File: src/rtl/contour_coord_streamer.sv
// contour_coord_streamer: captures the COLS x ROWS contour bitmap on start and streams one (x, y) beat per set pixel in raster order.
// Latency: first beat is valid one cycle after the start edge when pixel 0 is set; each pixel costs one cycle, each set pixel one more.
// Backpressure: out_valid/out_x/out_y hold indefinitely while out_ready is low; the scan stalls until the beat is accepted.
//
// Ports:
//   clk, rst          rising-edge clock, synchronous active-high reset
//   start             capture contour_in and begin a scan (IDLE only)
//   contour_in        bitmap, bit y*COLS + x is pixel (x, y)
//   busy              high in every state except IDLE
//   out_valid/ready   coordinate beat handshake; out_x/out_y carry the pixel
//   out_eof           end-of-frame sentinel beat (only when CONTOUR_EOF_EN is defined, else tied 0)
//   count             beats accepted in the current/last frame
//   done              one-cycle pulse at end of frame
//
// Build option: define CONTOUR_EOF_EN to append a sentinel beat (x=y=all ones, out_eof=1)
// after the last coordinate of every frame.
module contour_coord_streamer #(
    parameter int COLS = 26,
    parameter int ROWS = 18,
    parameter int NPIX = COLS * ROWS,
    parameter int XW   = $clog2(COLS),
    parameter int YW   = $clog2(ROWS),
    parameter int CW   = $clog2(NPIX + 1)
) (
    input  logic            clk,
    input  logic            rst,
    input  logic            start,
    input  logic [NPIX-1:0] contour_in,
    output logic            busy,
    output logic            out_valid,
    input  logic            out_ready,
    output logic [XW-1:0]   out_x,
    output logic [YW-1:0]   out_y,
    output logic            out_eof,
    output logic [CW-1:0]   count,
    output logic            done
);

    localparam int IW = $clog2(NPIX);

    typedef enum logic [2:0] {
        S_IDLE,
        S_SCAN,
        S_EMIT,
        S_EOF,
        S_DONE
    } state_t;

    state_t          state_q, state_d;
    logic [IW-1:0]   idx_q, idx_d;
    logic [XW-1:0]   x_q, x_d;
    logic [YW-1:0]   y_q, y_d;
    logic [CW-1:0]   count_q, count_d;
    logic            busy_q, busy_d;
    logic            out_valid_q, out_valid_d;
    logic [XW-1:0]   out_x_q, out_x_d;
    logic [YW-1:0]   out_y_q, out_y_d;
    logic            done_q, done_d;
    logic [NPIX-1:0] shadow_q;

    logic last_pix;
    logic end_of_frame;
    logic advance;

`ifdef CONTOUR_EOF_EN
    logic out_eof_q, out_eof_d;
`endif

    assign last_pix = (idx_q == IW'(NPIX - 1));

    // Bitmap snapshot: only the start edge in IDLE loads it, so the mesh
    // is free to change contour_in while the frame is streamed out.
    always_ff @(posedge clk) begin
        if (!rst && state_q == S_IDLE && start) begin
            shadow_q <= contour_in;
        end
    end

    always_comb begin
        state_d      = state_q;
        idx_d        = idx_q;
        x_d          = x_q;
        y_d          = y_q;
        count_d      = count_q;
        out_valid_d  = out_valid_q;
        out_x_d      = out_x_q;
        out_y_d      = out_y_q;
        done_d       = 1'b0;
        end_of_frame = 1'b0;
        advance      = 1'b0;
`ifdef CONTOUR_EOF_EN
        out_eof_d    = out_eof_q;
`endif

        case (state_q)
            S_IDLE: begin
                if (start) begin
                    state_d = S_SCAN;
                    idx_d   = '0;
                    x_d     = '0;
                    y_d     = '0;
                    count_d = '0;
                end
            end

            S_SCAN: begin
                if (shadow_q[idx_q]) begin
                    out_x_d     = x_q;
                    out_y_d     = y_q;
                    out_valid_d = 1'b1;
                    state_d     = S_EMIT;
                end else if (last_pix) begin
                    end_of_frame = 1'b1;
                end else begin
                    advance = 1'b1;
                end
            end

            S_EMIT: begin
                if (out_valid_q && out_ready) begin
                    out_valid_d = 1'b0;
                    count_d     = count_q + 1'b1;
                    if (last_pix) begin
                        end_of_frame = 1'b1;
                    end else begin
                        advance = 1'b1;
                        state_d = S_SCAN;
                    end
                end
            end

`ifdef CONTOUR_EOF_EN
            S_EOF: begin
                // Sentinel beat is not a pixel, so count is left alone.
                if (out_ready) begin
                    out_valid_d = 1'b0;
                    out_eof_d   = 1'b0;
                    state_d     = S_DONE;
                    done_d      = 1'b1;
                end
            end
`endif

            S_DONE: begin
                state_d = S_IDLE;
            end

            default: begin
                state_d = S_IDLE;
            end
        endcase

        if (end_of_frame) begin
`ifdef CONTOUR_EOF_EN
            state_d     = S_EOF;
            out_valid_d = 1'b1;
            out_eof_d   = 1'b1;
            out_x_d     = '1;
            out_y_d     = '1;
`else
            state_d     = S_DONE;
            done_d      = 1'b1;
`endif
        end

        // x/y follow idx so no divide is needed to recover coordinates.
        if (advance) begin
            idx_d = idx_q + 1'b1;
            if (x_q == XW'(COLS - 1)) begin
                x_d = '0;
                y_d = y_q + 1'b1;
            end else begin
                x_d = x_q + 1'b1;
            end
        end

        busy_d = (state_d != S_IDLE);
    end

    always_ff @(posedge clk) begin
        if (rst) begin
            state_q     <= S_IDLE;
            idx_q       <= '0;
            x_q         <= '0;
            y_q         <= '0;
            count_q     <= '0;
            busy_q      <= 1'b0;
            out_valid_q <= 1'b0;
            out_x_q     <= '0;
            out_y_q     <= '0;
            done_q      <= 1'b0;
`ifdef CONTOUR_EOF_EN
            out_eof_q   <= 1'b0;
`endif
        end else begin
            state_q     <= state_d;
            idx_q       <= idx_d;
            x_q         <= x_d;
            y_q         <= y_d;
            count_q     <= count_d;
            busy_q      <= busy_d;
            out_valid_q <= out_valid_d;
            out_x_q     <= out_x_d;
            out_y_q     <= out_y_d;
            done_q      <= done_d;
`ifdef CONTOUR_EOF_EN
            out_eof_q   <= out_eof_d;
`endif
        end
    end

    assign busy      = busy_q;
    assign out_valid = out_valid_q;
    assign out_x     = out_x_q;
    assign out_y     = out_y_q;
    assign count     = count_q;
    assign done      = done_q;
`ifdef CONTOUR_EOF_EN
    assign out_eof   = out_eof_q;
`else
    assign out_eof   = 1'b0;
`endif

endmodule

File: config.mk
export PLATFORM = sky130hd
export DESIGN_NAME = contour_coord_streamer
export DESIGN_NICKNAME = d
export VERILOG_FILES = /design/src/rtl/contour_coord_streamer.sv
export SDC_FILE = /design/constraint.sdc
export NUM_CORES = 1
export LEC_CHECK = 0
export ABC_CLOCK_PERIOD_IN_PS = 68200
export CAP_MARGIN = 20
export CORE_MARGIN = 4
export CORE_UTILIZATION = 31
export CTS_CLUSTER_DIAMETER = 50
export DETAILED_ROUTE_END_ITERATION = 16
export MAX_ROUTING_LAYER = met4
export PLACE_DENSITY = 0.58
export SETUP_SLACK_MARGIN = 0.15
export SYNTH_ARGS = -nofsm -noshare
export SYNTH_HDL_FRONTEND = slang
export SYNTH_SLANG_ARGS = --single-unit
File: constraint.sdc
create_clock -name clk -period 68.2 [get_ports clk]
set_input_delay 20.46 -clock clk [delete_from_list [all_inputs] [get_ports clk]]
set_output_delay 20.46 -clock clk [all_outputs]
set_load 0.05 [all_outputs]
==> impl_metrics.env <==
export IMPL_status="completed"
export IMPL_wire_per_inst_microns=23.9
export IMPL_postCtsHoldBufs=0
export IMPL_syn_num_nets=1522
export IMPL_min_to="count[1]"
export IMPL_gp_congestion=0.784
export IMPL_finalMaxSlewViolations=0
export IMPL_multiInputGateArea_sq_mm=0.00483
export IMPL_switching_share=0.217
export IMPL_grt_first_pass_wirelength_microns=85600
export IMPL_hold_class="reg -> reg"
export IMPL_vias_per_cell=4.72
export IMPL_layout_nets=2047
export IMPL_dp_cells=2354
export IMPL_post_route_util=0.439
export IMPL_cts_resized=0
export IMPL_relSlewSlack=0.205
export IMPL_areaGrowthSynthToFinish_pct=40.5
export IMPL_worst_pin_slew_ns=1.19
export IMPL_synth_edf_count=468
export IMPL_antenna_found_initial=12
export IMPL_ios=495
export IMPL_worstPathArrival_ns=24.41
export IMPL_drt_pass1_iter_count=4
export IMPL_wl_met2_microns=31500
export IMPL_ant_nets=0
export IMPL_holdPathStages=2
export IMPL_port_buffers=493
export IMPL_dr_wl_met3_microns=3930
export IMPL_max_cap_viol_count=0
export IMPL_dp_hpwl_microns=43300
export IMPL_synth_seq_area_share=0.742
export IMPL_clock_path_buffers=3
export IMPL_worst_setup_path_type="in -> reg"
export IMPL_synthTopCellsByArea="edfxtp_1, mux4_2, dfxtp_1"
export IMPL_cts_tree="done"
export IMPL_r2r_cells=11
export IMPL_period_needed_ns=24.14
export IMPL_drtIter0Drc=772
export IMPL_drc=0
export IMPL_synth_top_area_frac=0.698
export IMPL_die_w_microns=263
export IMPL_worstReg2RegEnd="busy"
export IMPL_synth_flop_cell="edfxtp_1"
export IMPL_core_area_sq_mm=0.0643
export IMPL_clockPowerShare=0.451
export IMPL_cts_root_buf="clkbuf_16"
export IMPL_placementRows=93
export IMPL_final_setup_tns_ns=0
export IMPL_wl_microns=59600
export IMPL_h_tree_depth=3
export IMPL_end_kind="register"
export IMPL_syn_cell_area_sq_mm=0.0201
export IMPL_setup_worst_path_start_class="input port"
export IMPL_grt_max_degree=184
export IMPL_clk_latency_ns=0.61
export IMPL_reg2reg_from="idx_q[0]"
export IMPL_postSynthCellCount=1045
export IMPL_required_ns=68.47
export IMPL_power_density_mw_per_mm2=27.3
export IMPL_clkSinkCount=512
export IMPL_numCtsBuffers=66
export IMPL_setup_violations=0
export IMPL_layout_cells_non_filler=2493
export IMPL_fmax_mhz=41.4
export IMPL_ys_warn_count=0
export IMPL_die_h_microns=263
export IMPL_fillerInstances=5593
export IMPL_irDropWorstVdd_mv=0.0146
export IMPL_routedLengthMet1_microns=22900
export IMPL_top_layer_used="met4"
export IMPL_rsz0062_at_grt="false"
export IMPL_p_switching_uw=168
export IMPL_synth_top_area_cell="edfxtp_1"
export IMPL_dpl_cell_area_sq_mm=0.0260
export IMPL_async_flop_share=0
export IMPL_power_frac_comb=0.076
export IMPL_final_setup_skew_ns=0.0305
export IMPL_ys_ff_latch=512
export IMPL_drive_above_1_share=0.156
export IMPL_fp_dieArea_sq_mm=0.0690
export IMPL_gr_total_overflow=0
export IMPL_cts_setup_buffers=0
export IMPL_regArea_sq_mm=0.0149
export IMPL_start_util=0.313
export IMPL_track_usage=0.173
export IMPL_hold_viol=0
export IMPL_synth_cell_types=71
export IMPL_syn_avg_cell_area_sq_um=19.3
export IMPL_final_area_sq_mm=0.0283
export IMPL_sequentialPowerShare=0.473
export IMPL_hp_start="count[1]"
export IMPL_clk_pin_slew_ns=0.06
export IMPL_leakage_nw=9.24
export IMPL_dr_total_vias=11800
export IMPL_reg2reg_slack_ns=62.91
export IMPL_intPower_uw=605
export IMPL_cp_max_fo=183
export IMPL_grt_pass1_vias=12700
export IMPL_fin_crit_sh=0.354
## metrics by stage
step | setup WS, ns | hold WS [ns] | total power [mW]
2_1_floorplan | 26.62 | 0.462 | 0.406
3_3_place_gp | 42.97 | 0.476 | 0.430
3_5_place_dp | 42.71 | 0.481 | 0.432
4_1_cts | 43.38 | 0.489 | 0.783
5_1_grt | 43.74 | 0.519 | 0.801
6_report | 44.06 | 0.490 | 0.773
## kinds of logic after synthesis
logic type | share of synthesized area
flip-flops | 0.742
AND/OR/NAND/NOR | 0.0476
multiplexers | 0.146
AO/OA/AOI/OAI | 0.0401
buffers and inverters | 0.0181
XOR/XNOR | 0.00261
adder cells (fa/ha/maj) | 0.00311
other | 0.000186
## synthesized netlist by cell type (all sizes together), types with 12 or more instances
library cell  count
edfxtp          468
mux4            105
mux2i            48
nand2            47
dfxtp            44
buf              38
nor2             33
o21ai            20
nand3            19
clkbuf           17
a21oi            13
nor2b            12
## power by group through the flow
stage	logic [mW]	clock network (mW)	registers, mW
after CTS	0.0593	0.358	0.366
after detailed placement	0.0591	0	0.372
final	0.0587	0.349	0.366
after global routing	0.0626	0.372	0.367
after floorplan	0.0225	0	0.383
after global placement	0.0584	0	0.372
## how the worst max path moves through the flow
| stage | start | to | slack [ns] | cells past startpoint |
|---|---|---|---|---|
| floorplan | rst | shadow_q[0] | 26.62 | 3 |
| global placement | start | shadow_q[278] | 42.97 | 6 |
| detailed placement | start | shadow_q[277] | 42.71 | 6 |
| CTS | start | shadow_q[57] | 43.38 | 6 |
| global route | start | shadow_q[46] | 43.74 | 8 |
| finish | start | shadow_q[104] | 44.06 | 8 |
## placed cells by master (no fill, tap or decap), types with 8 or more instances in the layout
cell and count:
and3_1 11, buf_4 16, inv_6 8, diode_2 14
edfxtp_1 468, a31oi_1 9, clkinv_1 12, mux4_2 105
clkinv_2 8, o21ai_1 10, mux2i_1 48, nand2_1 47
inv_1 9, clkdlybuf4s50_1 493, dfxtp_1 39, nand4_1 10
clkbuf_16 68, a21oi_1 13, nor2b_1 12, nor2_1 32
nand3_1 19, a22oi_1 11, o21ai_0 10
## flip-flops by register name, summed over array words and instances (netlist names)
register	flops
count	9
state_q	3
out_y	5
out_valid	1
idx_q	9
shadow_q	468
done	1
busy	1
y_q	5
x_q	5
out_x	5
## per-layer routing
metal | GRT usage | up-vias
met3 | 0.0485 | 84
met1 | 0.198 | 5928
met5 | - | -
met4 | 0.0470 | 0
li1 | - | 5386
met2 | 0.300 | 373
## critical path: stages
cell             delay [ns]
clkdlybuf4s50_1        0.48
nand3b_1               0.23
nor2_4                 0.85
buf_12                 0.61
buf_4                  0.42
buf_16                 0.37
buf_4                  0.48
buf_16                 0.32
## cell type report
cell class	instances	share of cell area
sequential	512	0.529
multi-input combinational	466	0.171
tap	855	0.0378
antenna	14	0.00124
inverter	12	0.00159
clock inverter	48	0.0173
clock buffer	74	0.0610
timing repair buffer	512	0.181
Power figures use the tool's default switching activity.
